### src/rtl/uart_rx_fifo.sv
`default_nettype none
// ============================================================================
//  Module   : uart_rx_fifo
//  Brief    : Receive-side byte FIFO downstream of uart_rx. Captures each
//             decoded byte on its valid strobe and presents it through a
//             first-word-fall-through valid/ready read port. It also reports
//             the fill level, a threshold flag and a sticky overrun flag.
//             The optional idle-timeout flag is enabled by defining
//             UART_RX_FIFO_TIMEOUT_EN.
//  Revision : 1.0 - initial release
// ============================================================================
module uart_rx_fifo #(
    parameter int DEPTH         = 16,
    parameter int WIDTH         = 8,
    parameter int THRESHOLD     = 8,
    parameter int TIMEOUT_TICKS = 40
) (
    input  logic                       clk_i,
    input  logic                       rst_i,
    input  logic                       wr_valid_i,
    input  logic [WIDTH-1:0]           wr_data_i,
    output logic                       rd_valid_o,
    output logic [WIDTH-1:0]           rd_data_o,
    input  logic                       rd_ready_i,
    input  logic                       flush_i,
    input  logic                       overrun_clr_i,
    input  logic                       tick_i,
    output logic [$clog2(DEPTH+1)-1:0] count_o,
    output logic                       empty_o,
    output logic                       full_o,
    output logic                       level_o,
    output logic                       overrun_o,
    output logic                       timeout_o
);

    localparam int c_AW = $clog2(DEPTH);
    localparam int c_CW = $clog2(DEPTH + 1);

    localparam logic [c_AW-1:0] c_PTR_ONE   = {{(c_AW-1){1'b0}}, 1'b1};
    localparam logic [c_CW-1:0] c_CNT_ONE   = {{(c_CW-1){1'b0}}, 1'b1};
    localparam logic [c_CW-1:0] c_CNT_DEPTH = c_CW'(DEPTH);
    localparam logic [c_CW-1:0] c_CNT_THR   = c_CW'(THRESHOLD);

    logic [WIDTH-1:0] r_mem [DEPTH];
    logic [c_AW-1:0]  r_wr_ptr;
    logic [c_AW-1:0]  r_rd_ptr;
    logic [c_CW-1:0]  r_count;
    logic [c_CW-1:0]  w_count_nxt;
    logic             r_overrun;
    logic             w_empty;
    logic             w_full;
    logic             w_pop;
    logic             w_push;

    // Flags decode straight from the registered count, so a write strobe
    // never reaches rd_valid_o combinationally.
    assign w_empty = (r_count == '0);
    assign w_full  = (r_count == c_CNT_DEPTH);

    // A pop frees a slot in the same cycle, so a full FIFO may still accept
    // a byte when the consumer reads. Flush suppresses both operations.
    assign w_pop  = !w_empty && rd_ready_i && !flush_i;
    assign w_push = wr_valid_i && (!w_full || w_pop) && !flush_i;

    // Next fill level from the push/pop combination
    always_comb begin
        w_count_nxt = r_count;
        case ({w_push, w_pop})
            2'b10:   w_count_nxt = r_count + c_CNT_ONE;
            2'b01:   w_count_nxt = r_count - c_CNT_ONE;
            default: w_count_nxt = r_count;
        endcase
    end

    // Storage array; cleared on reset so the head reads zero before any write
    always_ff @(posedge clk_i or negedge rst_i) begin
        if (!rst_i) begin
            for (int i = 0; i < DEPTH; i++) begin
                r_mem[i] <= '0;
            end
        end else if (w_push) begin
            r_mem[r_wr_ptr] <= wr_data_i;
        end
    end

    // Pointers wrap naturally at DEPTH; count tracks occupancy separately
    always_ff @(posedge clk_i or negedge rst_i) begin
        if (!rst_i) begin
            r_wr_ptr <= '0;
            r_rd_ptr <= '0;
            r_count  <= '0;
        end else if (flush_i) begin
            r_wr_ptr <= '0;
            r_rd_ptr <= '0;
            r_count  <= '0;
        end else begin
            if (w_push) begin
                r_wr_ptr <= r_wr_ptr + c_PTR_ONE;
            end
            if (w_pop) begin
                r_rd_ptr <= r_rd_ptr + c_PTR_ONE;
            end
            r_count <= w_count_nxt;
        end
    end

    // Sticky overrun: a dropped byte outranks a same-cycle clear
    always_ff @(posedge clk_i or negedge rst_i) begin
        if (!rst_i) begin
            r_overrun <= 1'b0;
        end else if (flush_i) begin
            r_overrun <= 1'b0;
        end else if (wr_valid_i && w_full && !w_pop) begin
            r_overrun <= 1'b1;
        end else if (overrun_clr_i) begin
            r_overrun <= 1'b0;
        end
    end

`ifdef UART_RX_FIFO_TIMEOUT_EN
    localparam int              c_TW      = $clog2(TIMEOUT_TICKS + 1);
    localparam logic [c_TW-1:0] c_TO_MAX  = c_TW'(TIMEOUT_TICKS);
    localparam logic [c_TW-1:0] c_TO_ONE  = {{(c_TW-1){1'b0}}, 1'b1};

    logic [c_TW-1:0] r_idle_cnt;

    // Idle bit-time counter: restarts on any FIFO activity or while empty,
    // saturates once the timeout point is reached
    always_ff @(posedge clk_i or negedge rst_i) begin
        if (!rst_i) begin
            r_idle_cnt <= '0;
        end else if (flush_i || w_push || w_pop || w_empty) begin
            r_idle_cnt <= '0;
        end else if (tick_i && (r_idle_cnt != c_TO_MAX)) begin
            r_idle_cnt <= r_idle_cnt + c_TO_ONE;
        end
    end

    assign timeout_o = (r_idle_cnt == c_TO_MAX) && !w_empty;
`else
    logic w_unused_tick;

    assign w_unused_tick = tick_i;
    assign timeout_o     = 1'b0;
`endif

    assign rd_data_o  = r_mem[r_rd_ptr];
    assign rd_valid_o = !w_empty;
    assign count_o    = r_count;
    assign empty_o    = w_empty;
    assign full_o     = w_full;
    assign level_o    = (r_count >= c_CNT_THR);
    assign overrun_o  = r_overrun;

endmodule
`default_nettype wire

### config.mk
export PLATFORM = sky130hd
export DESIGN_NAME = uart_rx_fifo
export DESIGN_NICKNAME = d
export VERILOG_FILES = /design/src/rtl/uart_rx_fifo.sv
export SDC_FILE = /design/constraint.sdc
export NUM_CORES = 1
export LEC_CHECK = 0
export ABC_CLOCK_PERIOD_IN_PS = 3850
export CAP_MARGIN = 20
export CORE_UTILIZATION = 60
export CTS_CLUSTER_DIAMETER = 60
export CTS_CLUSTER_SIZE = 10
export DETAILED_ROUTE_END_ITERATION = 7
export PLACE_DENSITY_LB_ADDON = 0.3
export SLEW_MARGIN = 10
export SYNTH_ARGS = -nofsm -noshare
export SYNTH_HDL_FRONTEND = slang
export SYNTH_SLANG_ARGS = --single-unit
### constraint.sdc
create_clock -name clk_i -period 3.85 [get_ports clk_i]
set_clock_uncertainty 0.05 [all_clocks]
set_input_delay 0.77 -clock clk_i [delete_from_list [all_inputs] [get_ports clk_i]]
set_output_delay 0.77 -clock clk_i [all_outputs]
set_load 0.1 [all_outputs]
=== After elaboration in Yosys (flattened, before gate mapping) ===
Cells that the tools add are included.

* Bitwise logic cells: 2
* $add $sub $neg: 4
* Reductions and logical operators: 17
* Order comparisons: 4
* Mux-type cells: 15
* Equality and inequality tests: 3

{| class="wikitable"
|+ Operators by type and width
! operator !! count
|-
| $bwmux W128 || 1
|-
| $bmux W8 S4 || 1
|-
| $demux W8 S4 || 1
|-
| $mux W8 || 3
|-
| $mux W4 || 4
|-
| $ge A5 B5 Y1 const B || 2
|-
| $not A4 Y5 || 2
|-
| $pmux W5 S2 || 1
|-
| $add A4 B1 Y4 const B || 2
|-
| $logic_and A1 B1 Y1 || 7
|-
| $reduce_bool A3 Y1 || 2
|-
| $add A5 B1 Y5 const B || 1
|-
| $eq A5 B5 Y1 const B || 1
|-
| $ge A5 B4 Y1 const B || 1
|-
| $logic_not A5 Y1 || 1
|-
| $lt A5 B1 Y1 const B || 1
|-
| $mux W5 || 1
|-
| $sub A5 B1 Y5 const B || 1
|-
| $logic_not A1 Y1 || 4
|-
| $reduce_bool A2 Y1 || 2
|-
| $mux W1 || 3
|-
| $eq A2 B1 Y1 const B || 1
|-
| $eq A2 B2 Y1 const B || 1
|-
| $logic_or A1 B1 Y1 || 1
|}

* Register bits: 142
* Logic and storage cells: 65
* Input port bits: 15
* Output and inout port bits: 19

=== Logic depth before layout (Yosys ltp) ===
Gate-level depths: netlist of run 1.

* Depth after elaboration: 10
* Mapped depth: 10
* Depth with buffers taken out: 9

=== Least setup slack after synthesis of run 1 ===
Ideal clock, no wire load.

* Path type: reg2out
* Start point: register r_count[1] (netlist: count_o[1])
* End point: output port full_o
* Path buffers: 1
* Stages on the path, launching flop included: 4
* Required time: 3.030 ns
* Slack: 0.193 ns
* Arrival: 2.837 ns
* Path through: dfrtp_1 > or4_1 > clkbuf_1 > nor2_1

* Longest elaborated chain between the ends: 1

{| class="wikitable"
|+ Ends and longest elaborated chain
! what !! line !! source
|-
| start: declaration || 47 || <nowiki>logic [c_CW-1:0] r_count;</nowiki>
|-
| start signal: assignment || 103 || <nowiki>r_count <= w_count_nxt;</nowiki>
|-
| $eq A5 B5 Y1 || 58 || <nowiki>assign w_full = (r_count == c_CNT_DEPTH);</nowiki>
|-
| end: declaration || 30 || <nowiki>output logic full_o,</nowiki>
|}

No other way between the ends.

=== Final worst setup path of run 1 ===
* Start point: register r_rd_ptr[2]
* End point: output port rd_data_o[7]

* Longest elaborated chain between the ends: 4

{| class="wikitable"
|+ Ends and longest elaborated chain
! what !! line !! source
|-
| start: declaration || 46 || <nowiki>logic [c_AW-1:0] r_rd_ptr;</nowiki>
|-
| start signal: assignment || 101 || <nowiki>r_rd_ptr <= r_rd_ptr + c_PTR_ONE;</nowiki>
|-
| $not A4 Y5 (not written as such) || 147 || <nowiki>assign rd_data_o = r_mem[r_rd_ptr];</nowiki>
|-
| $bmux W8 S4 || 147 ||
|-
| $mux W8 (not written as such) (2 in series) || 147 ||
|-
| end: declaration || 23 || <nowiki>output logic [WIDTH-1:0] rd_data_o,</nowiki>
|}

No other way between the ends. The select of a mux whose other input is x is not followed.

==> results of run 1 <==
synth_stat cells (all sizes together) (4+ instances only):
| master | instances | area, um^2 |
|---|---|---|
| mux4 | 16 | 360 |
| buf | 10 | 53.8 |
| nor2b | 5 | 31.3 |
| dfrtp | 142 | 3550 |
| nand2 | 12 | 47.6 |
| mux2 | 133 | 1530 |
| mux2i | 37 | 370 |
| nor2 | 15 | 56.3 |
| nand3 | 15 | 140 |
| o21ai | 9 | 45.0 |
| and3 | 4 | 25.0 |
| clkbuf | 21 | 78.8 |
| ha | 8 | 100 |
| a21oi | 4 | 20.0 |
| inv | 11 | 41.3 |
| a221oi | 18 | 164 |
| a22oi | 8 | 60.1 |
routing by layer:
layer | GRT usage | part of all wire
met2 | 0.439 | 0.50
met5 | 0 | 0
met3 | 0.0634 | 0.043
met1 | 0.364 | 0.44
met4 | 0.110 | 0.019
kinds of logic (layout without fill, tap and decap cells):
logic type | count (synthesis) | after routing | share of synthesized area
muxes | 186 | 186 | 0.327
other | 1 | 1 | 0.000543
buffers and inverters | 43 | 84 | 0.0257
adders and majority gates | 9 | 9 | 0.0174
AOI/OAI and AO/OA | 49 | 49 | 0.0562
and+or+nand+nor | 58 | 58 | 0.0522
xor gates and xnor gates | 5 | 5 | 0.00634
DFF | 142 | 142 | 0.515
final timing paths:
check	slack [ps]	start	cells after the start	endpoint
max in group asynchronous	2620	rst_i	2	count_o[1]
worst max register to register	470	count_o[1]	9	count_o[4]
worst min register to register	440	r_mem[36]	1	r_mem[36]
worst min-delay path	380	rst_i	1	count_o[3]
worst max-delay path	310	r_rd_ptr[2]	5	rd_data_o[7]
min in group clk_i	440	r_mem[36]	1	r_mem[36]
worst max-delay path: stages (launching register included):
cell and delay, ps:
dfrtp_1 580, and2_1 480, a221oi_1 650, o21ai_0 190, nand2_1 110, buf_4 290
final cells by class:
type / count / area, um^2 / share of cell area
flip-flops and latches: 142 / 3550 / 0.450
multi-input cells: 308 / 3170 / 0.402
clock inverters: 10 / 92.6 / 0.0117
inverters: 12 / 45.0 / 0.00570
repair buffers: 41 / 409 / 0.0518
well taps: 140 / 175 / 0.0222
clock buffers: 21 / 450 / 0.0570
cells in the final DEF (no fill, tap or decap), types with 9 or more instances in the layout:
| cell | Yosys | routed |
|---|---|---|
| nand2_1 | 11 | 11 |
| clkbuf_16 | 0 | 17 |
| mux4_2 | 16 | 16 |
| mux2i_1 | 37 | 37 |
| dfrtp_1 | 142 | 141 |
| nor2_1 | 15 | 15 |
| mux2_2 | 109 | 109 |
| a221oi_1 | 17 | 17 |
| clkdlybuf4s50_1 | 0 | 19 |
| nand3_2 | 13 | 13 |
| buf_4 | 2 | 17 |
| inv_1 | 11 | 11 |
| mux2_1 | 16 | 16 |
| o21ai_0 | 9 | 9 |
power by group:
group	leakage, nW	internal, mW	switching [mW]
sequential	1.92	1.68	0.131
combinational	1.52	0.688	1.35
clock	0.267	0.899	0.607
metrics by stage:
step                 util  cell area [um^2]  hold slack [ps]  worst slack [ps]  cells
global placement    0.667              7360              412               438    643
CTS                 0.716              7900              422               316    674
floorplan               -              6910              403               193    493
finish              0.716              7900              380               315    674
global route        0.716              7900              456              70.0    674
detailed placement  0.667              7360              424               331    643
sequential cells by signal, summed over array words and instances (netlist names):
register / cells
r_rd_ptr: 4
count_o: 5
r_mem: 128
overrun_o: 1
r_wr_ptr: 4
==> impl_metrics.env, run 1 <==
export IMPL_fin_nets=546
export IMPL_grt_usage=0.274
export IMPL_via_per_inst=6.30
export IMPL_yosysSeqAreaShare=0.515
export IMPL_synth_cells=493
export IMPL_leakagePower_nw=3.71
export IMPL_tightest_slew_ps=963
export IMPL_ant_nets=0
export IMPL_clkTransAtPathRegs_ps=50
export IMPL_firstDrtPassIters=5
export IMPL_clock_sinks=142
export IMPL_ys_ff_latch=142
export IMPL_drive_gt1_frac=0.378
export IMPL_hold_buffers=0
export IMPL_antenna_found_initial=0
export IMPL_start_kind="flip-flop"
export IMPL_cts_max_level=4
export IMPL_die_y_um=109
export IMPL_portBuffers=31
export IMPL_fin_setup_tns_ps=0
export IMPL_grt_max_degree=96
export IMPL_critPathMaxFanout=17
export IMPL_core_rowCount=38
export IMPL_async_reset_ff_frac=1.00
export IMPL_syn_cell_area_um2=6910
export IMPL_ys_flop_type="dfrtp_1"
export IMPL_crit_required_ps=3030
export IMPL_endpoint_kind="output pin"
export IMPL_vias=4244
export IMPL_n_fill_cell=763
export IMPL_cts_setup_buffers=0
export IMPL_die_w_um=109
export IMPL_area_growth_pct=14.4
export IMPL_synth_warnings=0
export IMPL_rsz0062_at_grt="no"
export IMPL_start_util=0.626
export IMPL_finalSetupViolCount=0
export IMPL_cts_path_max_buffers=2
export IMPL_period_needed_ps=3540
export IMPL_power_density_nw_per_um2=678
export IMPL_grt_pass1_wl_um=23800
export IMPL_synth_edf_count=0
export IMPL_fin_crit_sh=0.918
export IMPL_cts_root_buffer="clkbuf_16"
export IMPL_dp_hpwl_um=9470
export IMPL_cts_buffers_inserted=17
export IMPL_max_freq_mhz=283
export IMPL_hold_class="input port to asynchronous set/reset pin"
export IMPL_io_pins=34
export IMPL_drv_slew=0
export IMPL_maxCapViolCount=0
export IMPL_coreArea_um2=11000
export IMPL_first_global_vias=4440
export IMPL_avgRoutedWirePerCell_um=21.5
export IMPL_avgSynthCellArea_um2=14.0
export IMPL_cts_tree="done"
export IMPL_first_iter_violations=149
export IMPL_gp_congestion=0.778
export IMPL_synth_distinct_cells=40
export IMPL_crit_type="flip-flop to output pin"
export IMPL_synthesis_nets=517
export IMPL_ir_drop_mv=0.588
export IMPL_final_hold_violation_count=0
export IMPL_overflow=0
export IMPL_ctsResizeCount=0
export IMPL_fp_dieArea_um2=11900
export IMPL_num_antenna_cells=0
export IMPL_clkLatencyLatePin_ps=420
export IMPL_route_detailed_drc=0
export IMPL_drt_total_wl_um=14500
export IMPL_crit_arrival_ps=2720
export IMPL_status="complete, no violations"
export IMPL_power_total_mw=5.36
export IMPL_max_slew_margin_rel=0.356
Power figures use the tool's default switching activity.
==> run 2, diff against run 1 <==
--- a/config.mk
+++ b/config.mk
@@ -5,7 +5,7 @@
 export SDC_FILE = /design/constraint.sdc
 export NUM_CORES = 1
 export LEC_CHECK = 0
-export ABC_CLOCK_PERIOD_IN_PS = 3850
+export ABC_CLOCK_PERIOD_IN_PS = 3500
 export CAP_MARGIN = 20
 export CORE_UTILIZATION = 60
 export CTS_CLUSTER_DIAMETER = 60
==> constraint.sdc (replaced) <==
create_clock -name clk_i -period 3.5 [get_ports clk_i]
set_clock_uncertainty 0.05 [all_clocks]
set_input_delay 0.7 -clock clk_i [delete_from_list [all_inputs] [get_ports clk_i]]
set_output_delay 0.7 -clock clk_i [all_outputs]
set_load 0.1 [all_outputs]
==> run 2 against run 1 <==
  * Die area unchanged
  * Total power up 20%
  * Global-route usage up 0.48 points
  * Non-clock buffer count up 6
  * Clock power up 32%
  * Worst hold slack worse by 150 ps
  * Count of clock-buffer cells in the layout up 1
  * Register-to-register slack worse by 30 ps
  * Setup slack worse by 190 ps
  * Critical path depth unchanged
==> impl_metrics.env, run 2 (synthesized netlist as in run 1, its figures left out) <==
export IMPL_grt_max_degree=70
export IMPL_critPathMaxFanout=17
export IMPL_dp_cells=649
export IMPL_worst_path_largest_cell_delay_ps=660
export IMPL_cts_path_max_buffers=2
export IMPL_crit_arrival_ps=2620
export IMPL_largest_register="r_mem"
export IMPL_overflow=0
export IMPL_ff_latch_area_um2=3560
export IMPL_maxCapViolCount=0
export IMPL_grt_pass1_wl_um=24100
export IMPL_clkLatencyLatePin_ps=420
export IMPL_rsz0062_at_grt="yes"
export IMPL_vias=4226
export IMPL_fp_dieArea_um2=11900
export IMPL_max_freq_mhz=297
export IMPL_cts_root_buffer="clkbuf_16"
export IMPL_wl_met2_um=7520
export IMPL_finalSetupViolCount=0
export IMPL_wl_met3_um=517
export IMPL_fin_cells=681
export IMPL_startpoint="r_rd_ptr[2]"
export IMPL_power_total_mw=6.42
export IMPL_utilization=0.738
export IMPL_first_global_vias=4586
export IMPL_drive_gt1_frac=0.414
export IMPL_start_util=0.626
export IMPL_die_w_um=109
export IMPL_slowest_stage="a221oi_1"
export IMPL_leakagePower_nw=3.82
export IMPL_top_layer="met4"
export IMPL_ant_nets=0
export IMPL_firstDrtPassIters=4
export IMPL_num_antenna_cells=0
export IMPL_cp_top_family="compound AO/OA/AOI/OAI gates"
export IMPL_cts_max_level=4
export IMPL_crit_required_ps=2750
export IMPL_start_kind="flip-flop"
export IMPL_cts_tree="done"
export IMPL_final_common_cell="dfrtp_1"
export IMPL_ir_drop_mv=1.03
export IMPL_status="complete, no violations"
export IMPL_path_buf_inv=1
export IMPL_first_iter_violations=206
export IMPL_final_hold_violation_count=0
export IMPL_drt_total_wl_um=14800
export IMPL_cts_buffers_inserted=17
export IMPL_core_rowCount=38
export IMPL_drv_slew=0
export IMPL_multi_input_area_um2=3190
export IMPL_power_density_nw_per_um2=788
export IMPL_io_pins=34
export IMPL_n_fill_cell=724
export IMPL_antenna_found_initial=0
export IMPL_gp_congestion=0.836
export IMPL_wirelength_met1_um=6420
export IMPL_hold_class="input port to asynchronous set/reset pin"
export IMPL_die_y_um=109
export IMPL_grt_usage=0.279
export IMPL_tightest_slew_ps=960
export IMPL_crit_chain="and2_1, a221oi_1, o21ai_0, nand2_1, buf_12"
export IMPL_dp_hpwl_um=9760
export IMPL_coreArea_um2=11000
export IMPL_period_needed_ps=3370
export IMPL_clkTransAtPathRegs_ps=60
export IMPL_largest_reg_flops=128
export IMPL_route_detailed_drc=0
export IMPL_crit_type="flip-flop to output pin"
export IMPL_layout_common_cells="dfrtp_1, mux2_2, mux2i_1"
export IMPL_max_slew_margin_rel=0.358
export IMPL_area_growth_pct=17.9
export IMPL_portBuffers=31
export IMPL_avgRoutedWirePerCell_um=21.7
export IMPL_fin_nets=552
export IMPL_timing_hold_ws_ps=226
export IMPL_via_per_inst=6.21
export IMPL_clock_sinks=142
export IMPL_endpoint_kind="output pin"
export IMPL_timing_rr_start="count_o[1]"
export IMPL_fin_crit_sh=0.963
## run 2: final timing paths
check | end | slack (ps) | depth (start not counted)
min reg2reg | r_mem[0] | 440 | 1
max | rd_data_o[3] | 130 | 5
min in group clk_i | r_mem[0] | 440 | 1
max reg2reg | count_o[4] | 440 | 9
min | count_o[4] | 230 | 1
max in group asynchronous | r_mem[87] | 2330 | 2
## run 2: cell type report
| class | instances | area share |
|---|---|---|
| clock buffer | 22 | 0.0582 |
| clock inverter | 10 | 0.0226 |
| inverter | 12 | 0.00553 |
| multi-input combinational | 308 | 0.392 |
| sequential | 142 | 0.437 |
| tap | 140 | 0.0215 |
| timing repair buffer | 47 | 0.0631 |
## run 2: through the flow
stage | TNS, ps | worst slack, ps | instance area [um^2]
floorplan | 0 | 244 | 6910
global placement | 0 | 352 | 7470
detailed placement | 0 | 290 | 7470
CTS | 0 | 94.5 | 8130
global route | -37.7 | -23.2 | 8140
finish | 0 | 128 | 8140
## run 2: timing repair
action / 4_1_cts / 5_1_grt
setup buffers: 0 / 0
gates resized for setup: 0 / 3
endpoints found under the hold margin: 0 / 0
hold buffers: 0 / 0
setup endpoints to repair: 0 / 2
## run 2: routing by layer
layer | global-route usage | vias up
li1 | - | 1899
met1 | 0.360 | 2224
met2 | 0.456 | 81
met3 | 0.0735 | 22
met4 | 0.101 | 0
met5 | 0 | -
## run 2: where the power goes
part / leakage (nW) / switching (mW) / total [mW] / internal, mW
registers: 1.92 / 0.184 / 2.04 / 1.86
clock network: 0.316 / 0.668 / 1.99 / 1.32
logic: 1.59 / 1.49 / 2.39 / 0.902
